## config.mk

```make
export PLATFORM = sky130hd
export DESIGN_NAME = ddram_arb
export DESIGN_NICKNAME = d
export VERILOG_FILES = /design/src/rtl/ddram_arb_pkg.sv /design/src/rtl/ddram_arb_rr_pick.sv /design/src/rtl/ddram_arb.sv
export SDC_FILE = /design/constraint.sdc
export NUM_CORES = 1
export LEC_CHECK = 0
export ABC_AREA = 1
export BUFFER_PORTS_ARGS = -buffer_cell sky130_fd_sc_hd__buf_4
export CORE_MARGIN = 4
export CORE_UTILIZATION = 49
export DETAILED_ROUTE_END_ITERATION = 16
export GPL_ROUTABILITY_DRIVEN = 0
export PLACE_DENSITY = 0.86
export SYNTH_ARGS = -nofsm -noshare
export SYNTH_HDL_FRONTEND = slang
export SYNTH_HIERARCHICAL = 1
export SYNTH_SLANG_ARGS = --single-unit
```

## constraint.sdc

```tcl
create_clock -name DDRAM_CLK -period 6.74 [get_ports DDRAM_CLK]
set_clock_uncertainty 0.2 [all_clocks]
set_input_delay 1.348 -clock DDRAM_CLK [delete_from_list [all_inputs] [get_ports DDRAM_CLK]]
set_output_delay 1.348 -clock DDRAM_CLK [all_outputs]
set_load 0.005 [all_outputs]
```

## src/rtl/ddram_arb_pkg.sv

```systemverilog
// Shared types and widths for the DDR3 byte-port arbiter.
package ddram_arb_pkg;

   localparam int DDR_AW = 28;
   localparam int DDR_DW = 8;

   typedef enum logic [2:0] {
      GAP,
      IDLE,
      ISSUE,
      WAIT_ACC,
      WAIT_DONE
   } arb_state_t;

   // Index width for a requester count (at least one bit).
   function automatic int idx_w(input int n);
      return (n > 1) ? $clog2(n) : 1;
   endfunction

endpackage

```

## src/rtl/ddram_arb_rr_pick.sv

```systemverilog
// Combinational round-robin picker: first requester at or after ptr+1, modulo NREQ.
module rr_pick
   import ddram_arb_pkg::*;
#(
   parameter int NREQ = 3,
   parameter int PW   = idx_w(NREQ)
) (
   input  logic [NREQ-1:0] req,
   input  logic [PW-1:0]   ptr,
   output logic [PW-1:0]   grant,
   output logic            valid
);

   logic [PW-1:0] idx;

   // Scan farthest-first so the nearest requester after the pointer is the last write.
   always_comb begin
      // NOTE: every output gets a default before the loop, otherwise a latch is inferred.
      grant = '0;
      valid = 1'b0;
      idx   = '0;
      for (int k = NREQ; k >= 1; k--) begin
         idx = PW'((int'(ptr) + k) % NREQ);
         if (req[idx]) begin
            grant = idx;
            valid = 1'b1;
         end
      end
   end

endmodule

```

## src/rtl/ddram_arb.sv

```systemverilog
// Round-robin arbiter sharing the DDR3 byte port; turns req/ack into edge-triggered rd/we strobes.
module ddram_arb
   import ddram_arb_pkg::*;
#(
   parameter int NREQ = 3
) (
   input  logic                           DDRAM_CLK,
   input  logic                           reset,
   input  logic [NREQ-1:0]                req,
   input  logic [NREQ-1:0]                we,
   input  logic [NREQ-1:0][DDR_AW-1:0]    addr,
   input  logic [NREQ-1:0][DDR_DW-1:0]    wdata,
   output logic [NREQ-1:0]                ack,
   output logic [DDR_DW-1:0]              rdata,
   output logic [DDR_AW-1:0]              mem_addr,
   output logic [DDR_DW-1:0]              mem_din,
   output logic                           mem_we,
   output logic                           mem_rd,
   input  logic [DDR_DW-1:0]              mem_dout,
   input  logic                           mem_ready,
   input  logic                           mem_busy
);

   localparam int            PW      = idx_w(NREQ);
   localparam logic [PW-1:0] PTR_RST = PW'(NREQ - 1);

   arb_state_t    state;
   logic [PW-1:0] ptr;
   logic [PW-1:0] win;
   logic [PW-1:0] pick_idx;
   logic          pick_valid;

   rr_pick #(
      .NREQ (NREQ),
      .PW   (PW)
   ) u_pick (
      .req   (req),
      .ptr   (ptr),
      .grant (pick_idx),
      .valid (pick_valid)
   );

   // Pointer resets to the last requester so requester 0 is first in line.
   always_ff @(posedge DDRAM_CLK or posedge reset) begin
      if (reset) begin
         state    <= GAP;
         ptr      <= PTR_RST;
         win      <= '0;
         ack      <= '0;
         rdata    <= '0;
         mem_addr <= '0;
         mem_din  <= '0;
         mem_we   <= 1'b0;
         mem_rd   <= 1'b0;
      end else begin
         // NOTE: non-blocking assignments keep every register update on the same edge.
         ack <= '0;
         case (state)
            GAP: begin
               if (!mem_busy && mem_ready)
                  state <= IDLE;
            end
            IDLE: begin
               if (pick_valid) begin
                  win      <= pick_idx;
                  ptr      <= pick_idx;
                  mem_addr <= addr[pick_idx];
                  mem_din  <= wdata[pick_idx];
                  mem_we   <= we[pick_idx];
                  mem_rd   <= ~we[pick_idx];
                  state    <= ISSUE;
               end
            end
            ISSUE: begin
               state <= WAIT_ACC;
            end
            WAIT_ACC: begin
               if (!mem_ready)
                  state <= WAIT_DONE;
            end
            WAIT_DONE: begin
               if (mem_ready) begin
                  if (mem_rd)
                     rdata <= mem_dout;
                  ack[win] <= 1'b1;
                  mem_we   <= 1'b0;
                  mem_rd   <= 1'b0;
                  state    <= GAP;
               end
            end
            default: state <= GAP;
         endcase
      end
   end

   ack_onehot: assert property (@(posedge DDRAM_CLK) disable iff (reset) $onehot0(ack));
   strobe_excl: assert property (@(posedge DDRAM_CLK) disable iff (reset) !(mem_we && mem_rd));

endmodule
```

==> run_results.csv, run 1 <==
group,metric,value,unit
global_routing,track_usage,25.8,%
setup_path,path_common_cell,"nand2_1",
layout,drive_gt1_share,33.0,%
timing,finalHoldViolCount,0,
floorplanning,initial_utilization,50.8,%
setup_path,path_delay_family,"simple AND/OR/NAND/NOR gates",
timing,setup_tns,0,ns
setup_path,endpoint_kind,"register",
layout,final_nets,745,
place,place_area,4500,um2
global_routing,grt.overflow.total,0,
timing,min_period_over_period,58.9,%
cts,cts_tree,"built",
outcome,status,"finished, final reports clean",
layout,n_antenna_cell,0,
timing,tightest_slew,1.20,ns
floorplanning,io-pin-count,175,
setup_path,slowest_stage,"inv_4",
setup_path,worstPathCellList,"buf_4 -> inv_1 -> nor3_1 -> a21oi_2 -> nand2_1 -> nand2_1 -> inv_4 -> nor2_1 -> nor2_1 -> nand2_1 -> o211ai_1 -> nand2_1",
route,drc_errors,0,
layout,area_growth,41.4,%
cts,clkSlewWorstSetupHoldPaths,0.11,ns
synthesis,syn_avg_cell_area,7.07,um2
worst_hold_path,hold_path_class,"reg -> reg",
synthesis,ys_types,28,
global_routing,grt_max_degree,76,
setup_path,cp.required,6.75,ns
floorplanning,rows,29,
power_and_ir_drop,ir_drop,0.270,mV
layout,design_area,4610,um2
floorplanning,die_area,8020,um2
setup_path,cp_max_fo,75,
synthesis,syn_nets,591,
route,wl_per_cell,15.0,um
cts,insertion_delay,0.31,ns
route,drt-pass1-iter-count,4,
cts,ctsResizeCount,0,
floorplanning,core_area,6420,um2
timing,fmax,252,MHz
route,ant_nets,0,
cts,clock-sinks,55,
synthesis,ys_ff_latch,55,
cts,htreeDepth,2,
global_routing,grt_pass1_vias,3420,
power_and_ir_drop,p_leak,0.00251,uW
timing,finalSetupViolCount,0,
setup_path,crit_arrival,3.98,ns
timing,period_needed,3.97,ns
cts,cts_buffers,5,
synthesis,yosysWarnings,6,
layout,num-fill-cells,534,
timing,slew_violations,0,
place,port_buffers,174,
timing,grt_setup_unrepaired,"no",
route,vias_per_cell,5.18,
route,vias,3591,
flow_run,drv_cap,0,
synthesis,syn_inst,461,
setup_path,path_buf_inv,3,
global_routing,grt_first_pass_wirelength,16100,um
global_routing,antenna_found_initial,0,
place,hpwlAfterDp,7560,um
power_and_ir_drop,power_density,424,nW/um2
setup_path,start_kind,"primary input",
cts,hold_buffers,0,
cts,clock_path_buffers,2,
route,wl,10400,um
synthesis,seq_area_frac_synth,42.2,%
floorplanning,die_x,89.6,um
floorplanning,die_y,89.6,um
setup_path,worstSetupPathType,"in -> reg",
cts,cts_root_buffer,"clkbuf_8",
cts,postCtsSetupBuffers,0,
synthesis,synthesis.area,3260,um2
setup_path,rrSetupSlack,2.94,ns
setup_path,critPathMaxStageDelay,0.87,ns
timing,slew-limit-headroom,19.5,%
route,drt_iter0_markers,247,
## state kept, by name (all words and copies together), names as in the netlist
signal	cells
mem_din	8
win	1
ptr	2
mem_we	1
state	3
mem_rd	1
mem_addr	28
ack	3
rdata	8
## path summary, 6_finish.rpt
path | from | end | cells past startpoint
setup / recovery | req[2] | mem_rd | 12
hold / removal | win[1] | ack[0] | 1
setup reg to reg | ptr[0] | mem_rd | 12
hold reg to reg | win[1] | ack[0] | 1
max in group asynchronous | reset | mem_din[1] | 2
min in group asynchronous | reset | rdata[1] | 2
## cells in the final DEF (no fill, tap or decap), types with 2 or more instances in the layout
cell	synthesis	final
buf_4	6	175
nand3_2	2	2
inv_1	26	25
o21ai_2	8	8
nor4_1	2	2
nor3_1	3	3
ha_1	4	4
nand2_1	153	153
nand3_1	46	46
o21ai_1	25	25
nor2_1	43	43
clkbuf_8	0	5
o21ai_0	54	54
dfrtp_1	54	54
inv_2	4	5
## cells by family after synthesis
kind of cell | after synthesis | share of synthesized area [%]
AOI/OAI and AO/OA | 90 | 15.0
adders and majority gates | 4 | 1.53
and+or+nand+nor | 253 | 32.2
DFF | 55 | 42.2
buffers and inverters | 59 | 8.98
## worst reg2reg max path: stages, from the launching register on
cell and delay [ns]:
dfrtp_1 0.48, inv_1 0.10, ha_1 0.38, nor3_1 0.35
a21oi_2 0.08, nand2_1 0.09, nand2_1 0.68, inv_4 0.88
nor2_1 0.10, nor2_1 0.11, nand2_1 0.07, o211ai_1 0.12
nand2_1 0.07
## cells in the mapped netlist
cell type  number  area (um2)
buf_2          11        55.1
nand4_2         1        12.5
a21oi_2         1        8.76
inv_4           1        6.26
nor3_1          3        15.0
inv_1          26        97.6
clkbuf_1        3        11.3
nor2_4          1        11.3
o211ai_1        1        7.51
nor4_1          2        12.5
o21ai_0        54         270
o21ai_2         8        70.1
ha_1            4        50.1
buf_4           6        45.0
buf_1           2        7.51
nand4_1         1        6.26
o21bai_1        1        7.51
nor2_1         43         161
nand3_2         2        20.0
o21ai_1        25         125
nand3_1        46         230
nand2_1       153         574
dfrtp_1        54        1350
buf_6           4        45.0
clkbuf_2        2        10.0
nand3b_1        1        7.51
dfstp_2         1        26.3
inv_2           4        15.0
## per-stage QoR
step / instances / total power [uW] / hold WS (ns) / utilization [%] / setup WS, ns
final: 693 / 1950 / 0.243 / 71.8 / 2.77
after global routing: 693 / 2150 / 0.284 / 71.8 / 2.45
after CTS: 693 / 1960 / 0.242 / 71.8 / 2.84
after detailed placement: 685 / 1740 / 0.228 / 70.0 / 2.50
after global placement: 685 / 1700 / 0.223 / 70.0 / 2.57
after floorplan: 461 / 1360 / 0.210 / - / 3.85
## layout make-up
type                    instances  area (um2)  area share, %
repair buffers                175        1310           28.5
clock inverters                 3        43.8          0.950
inverters                      31         119           2.58
well taps                      77        96.3           2.09
multi-input cells             347        1590           34.5
flip-flops and latches         55        1380           29.9
clock buffers                   5        68.8           1.49
## routing by layer
layer	vias up	global-route usage [%]	wire, um
met1	1650	33.4	4030
met4	0	6.63	172
met5	-	0	0
met3	13	6.66	803
li1	1787	-	-
met2	141	43.0	5360
## power breakdown
group	internal (uW)	switching, uW
sequential	477	92.8
combinational	458	704
clock	111	112
total	1050	909
Note: power is estimated with default switching activity, not from simulation.
==> inputs of run 2 (changes only) <==
--- a/config.mk
+++ b/config.mk
@@ -8,10 +8,10 @@
 export ABC_AREA = 1
 export BUFFER_PORTS_ARGS = -buffer_cell sky130_fd_sc_hd__buf_4
 export CORE_MARGIN = 4
-export CORE_UTILIZATION = 49
+export CORE_UTILIZATION = 41
 export DETAILED_ROUTE_END_ITERATION = 16
 export GPL_ROUTABILITY_DRIVEN = 0
-export PLACE_DENSITY = 0.86
+export PLACE_DENSITY = 0.77
 export SYNTH_ARGS = -nofsm -noshare
 export SYNTH_HDL_FRONTEND = slang
 export SYNTH_HIERARCHICAL = 1
==> constraint.sdc (replaced) <==
create_clock -name DDRAM_CLK -period 3.35 [get_ports DDRAM_CLK]
set_clock_uncertainty 0.2 [all_clocks]
set_input_delay 0.67 -clock DDRAM_CLK [delete_from_list [all_inputs] [get_ports DDRAM_CLK]]
set_output_delay 0.67 -clock DDRAM_CLK [all_outputs]
set_load 0.005 [all_outputs]
==> run_results.csv, run 2 (synthesis gave the netlist of run 1 again) <==
group,metric,value,unit
power_and_ir_drop,ir_drop,0.443,mV
cts,cts_root_buffer,"clkbuf_8",
cts,clock_path_buffers,2,
route,vias_per_cell,5.01,
setup_path,ff2ff_path_depth,13,
setup_path,path_common_cell,"nand2_1",
floorplanning,die_y,97.2,um
setup_path,cp.required,3.40,ns
route,drc_errors,0,
timing,period_needed,2.78,ns
setup_path,crit_start,"ptr[0]",
place,hpwlAfterDp,7790,um
layout,design_area,4640,um2
flow_run,drv_cap,0,
timing,finalHoldViolCount,0,
outcome,status,"finished, final reports clean",
place,port_buffers,174,
setup_path,start_kind,"register",
cts,cts_tree,"built",
setup_path,worstPathCellList,"inv_1 -> ha_1 -> nor3_1 -> a21oi_2 -> nand2_1 -> nand2_1 -> inv_4 -> nor2_1 -> nor2_1 -> nand2_1 -> o21ai_0 -> nand2_1 -> nand2_1",
global_routing,grt.overflow.total,0,
setup_path,worstSetupPathType,"reg -> reg",
global_routing,antenna_found_initial,0,
layout,largest_register_ffs,28,
route,drt_iter0_markers,164,
cts,clkSlewWorstSetupHoldPaths,0.09,ns
floorplanning,die_area,9440,um2
cts,htreeDepth,2,
layout,utilization,60.1,%
route,ant_nets,0,
global_routing,grt_pass1_vias,3593,
global_routing,grt_first_pass_wirelength,17000,um
setup_path,rr_endpoint,"mem_we",
layout,reg.largest.list,"mem_addr x28, mem_din x8, rdata x8",
floorplanning,initial_utilization,42.2,%
layout,top_register,"mem_addr",
place,place_area,4560,um2
route,vias,3612,
timing,tightest_slew,0.696,ns
setup_path,cp_max_fo,75,
route,wl,10300,um
power_and_ir_drop,power_density,828,nW/um2
timing,fmax,360,MHz
setup_path,r2r_start,"ptr[0]",
route,wl_per_cell,14.4,um
floorplanning,rows,32,
layout,final_nets,748,
global_routing,track_usage,21.7,%
layout,area_growth,42.4,%
route,drt-pass1-iter-count,4,
timing,min_period_over_period,83.0,%
timing,slew-limit-headroom,53.5,%
power_and_ir_drop,report.power.total,3850,uW
floorplanning,io-pin-count,175,
cts,postCtsSetupBuffers,0,
cts,ctsResizeCount,0,
setup_path,critPathMaxStageDelay,0.50,ns
timing,grt_setup_unrepaired,"no",
setup_path,endpoint_kind,"register",
setup_path,slowest_stage,"inv_4",
cts,insertion_delay,0.30,ns
power_and_ir_drop,p_leak,0.00251,uW
cts,hold_buffers,0,
layout,final_cell_mix,"177 x buf_4, 153 x nand2_1, 54 x o21ai_0, 54 x dfrtp_1, 46 x nand3_1",
layout,n_antenna_cell,0,
cts,clock-sinks,55,
floorplanning,core_area,7730,um2
setup_path,rrSetupSlack,0.57,ns
setup_path,endpoint,"mem_we",
setup_path,crit_arrival,2.83,ns
timing,finalSetupViolCount,0,
layout,final_common_cell,"buf_4",
floorplanning,die_x,97.2,um
cts,cts_buffers,5,
timing,setup_tns,0,ns
timing,slew_violations,0,
global_routing,grt_max_degree,76,
worst_hold_path,hold_path_class,"in -> async",
layout,drive_gt1_share,32.8,%
run 2: critical path, delay by kind of cell (launching register included):
family                   cells  cell delay, ns
buffers and inverters        2            0.60
AND/OR/NAND/NOR              8            0.87
AO/OA/AOI/OAI                2            0.18
adder cells (fa/ha/maj)      1            0.38
flip-flops                   1            0.47
run 2: per-stage QoR:
step                hold WS [ns]  std cells  setup WS (ns)
finish                     0.236        721          0.569
global route               0.253        721          0.237
CTS                        0.230        721          0.562
detailed placement         0.227        713          0.595
global placement           0.223        713          0.736
floorplan                  0.210        461           1.03
run 2: power by group:
part / internal, uW / switching [uW] / total [uW]
logic: 936 / 1410 / 2350
clock network: 149 / 201 / 351
registers: 960 / 189 / 1150
run 2: worst min-delay path by stage:
stage,start,end,slack [ns]
floorplan,win[1],ack[0],0.21
global placement,win[1],ack[0],0.22
detailed placement,win[1],ack[0],0.23
CTS,reset,rdata[3],0.23
global route,reset,mem_addr[23],0.25
finish,reset,mem_addr[8],0.24
run 2: layout make-up:
type	count	area, um2
Multi-Input combinational cell	347	1590
Tap cell	102	128
Fill cell	724	3080
Sequential cell	55	1380
Timing Repair Buffer	178	1350
Clock buffer	8	80.1
Inverter	31	119
run 2: routing by layer:
| layer | GRT usage, % | share of wire, % |
|---|---|---|
| met5 | 0 | 0 |
| met4 | 6.48 | 2.4 |
| met3 | 5.96 | 9.0 |
| met2 | 38.5 | 50 |
| met1 | 25.5 | 38 |
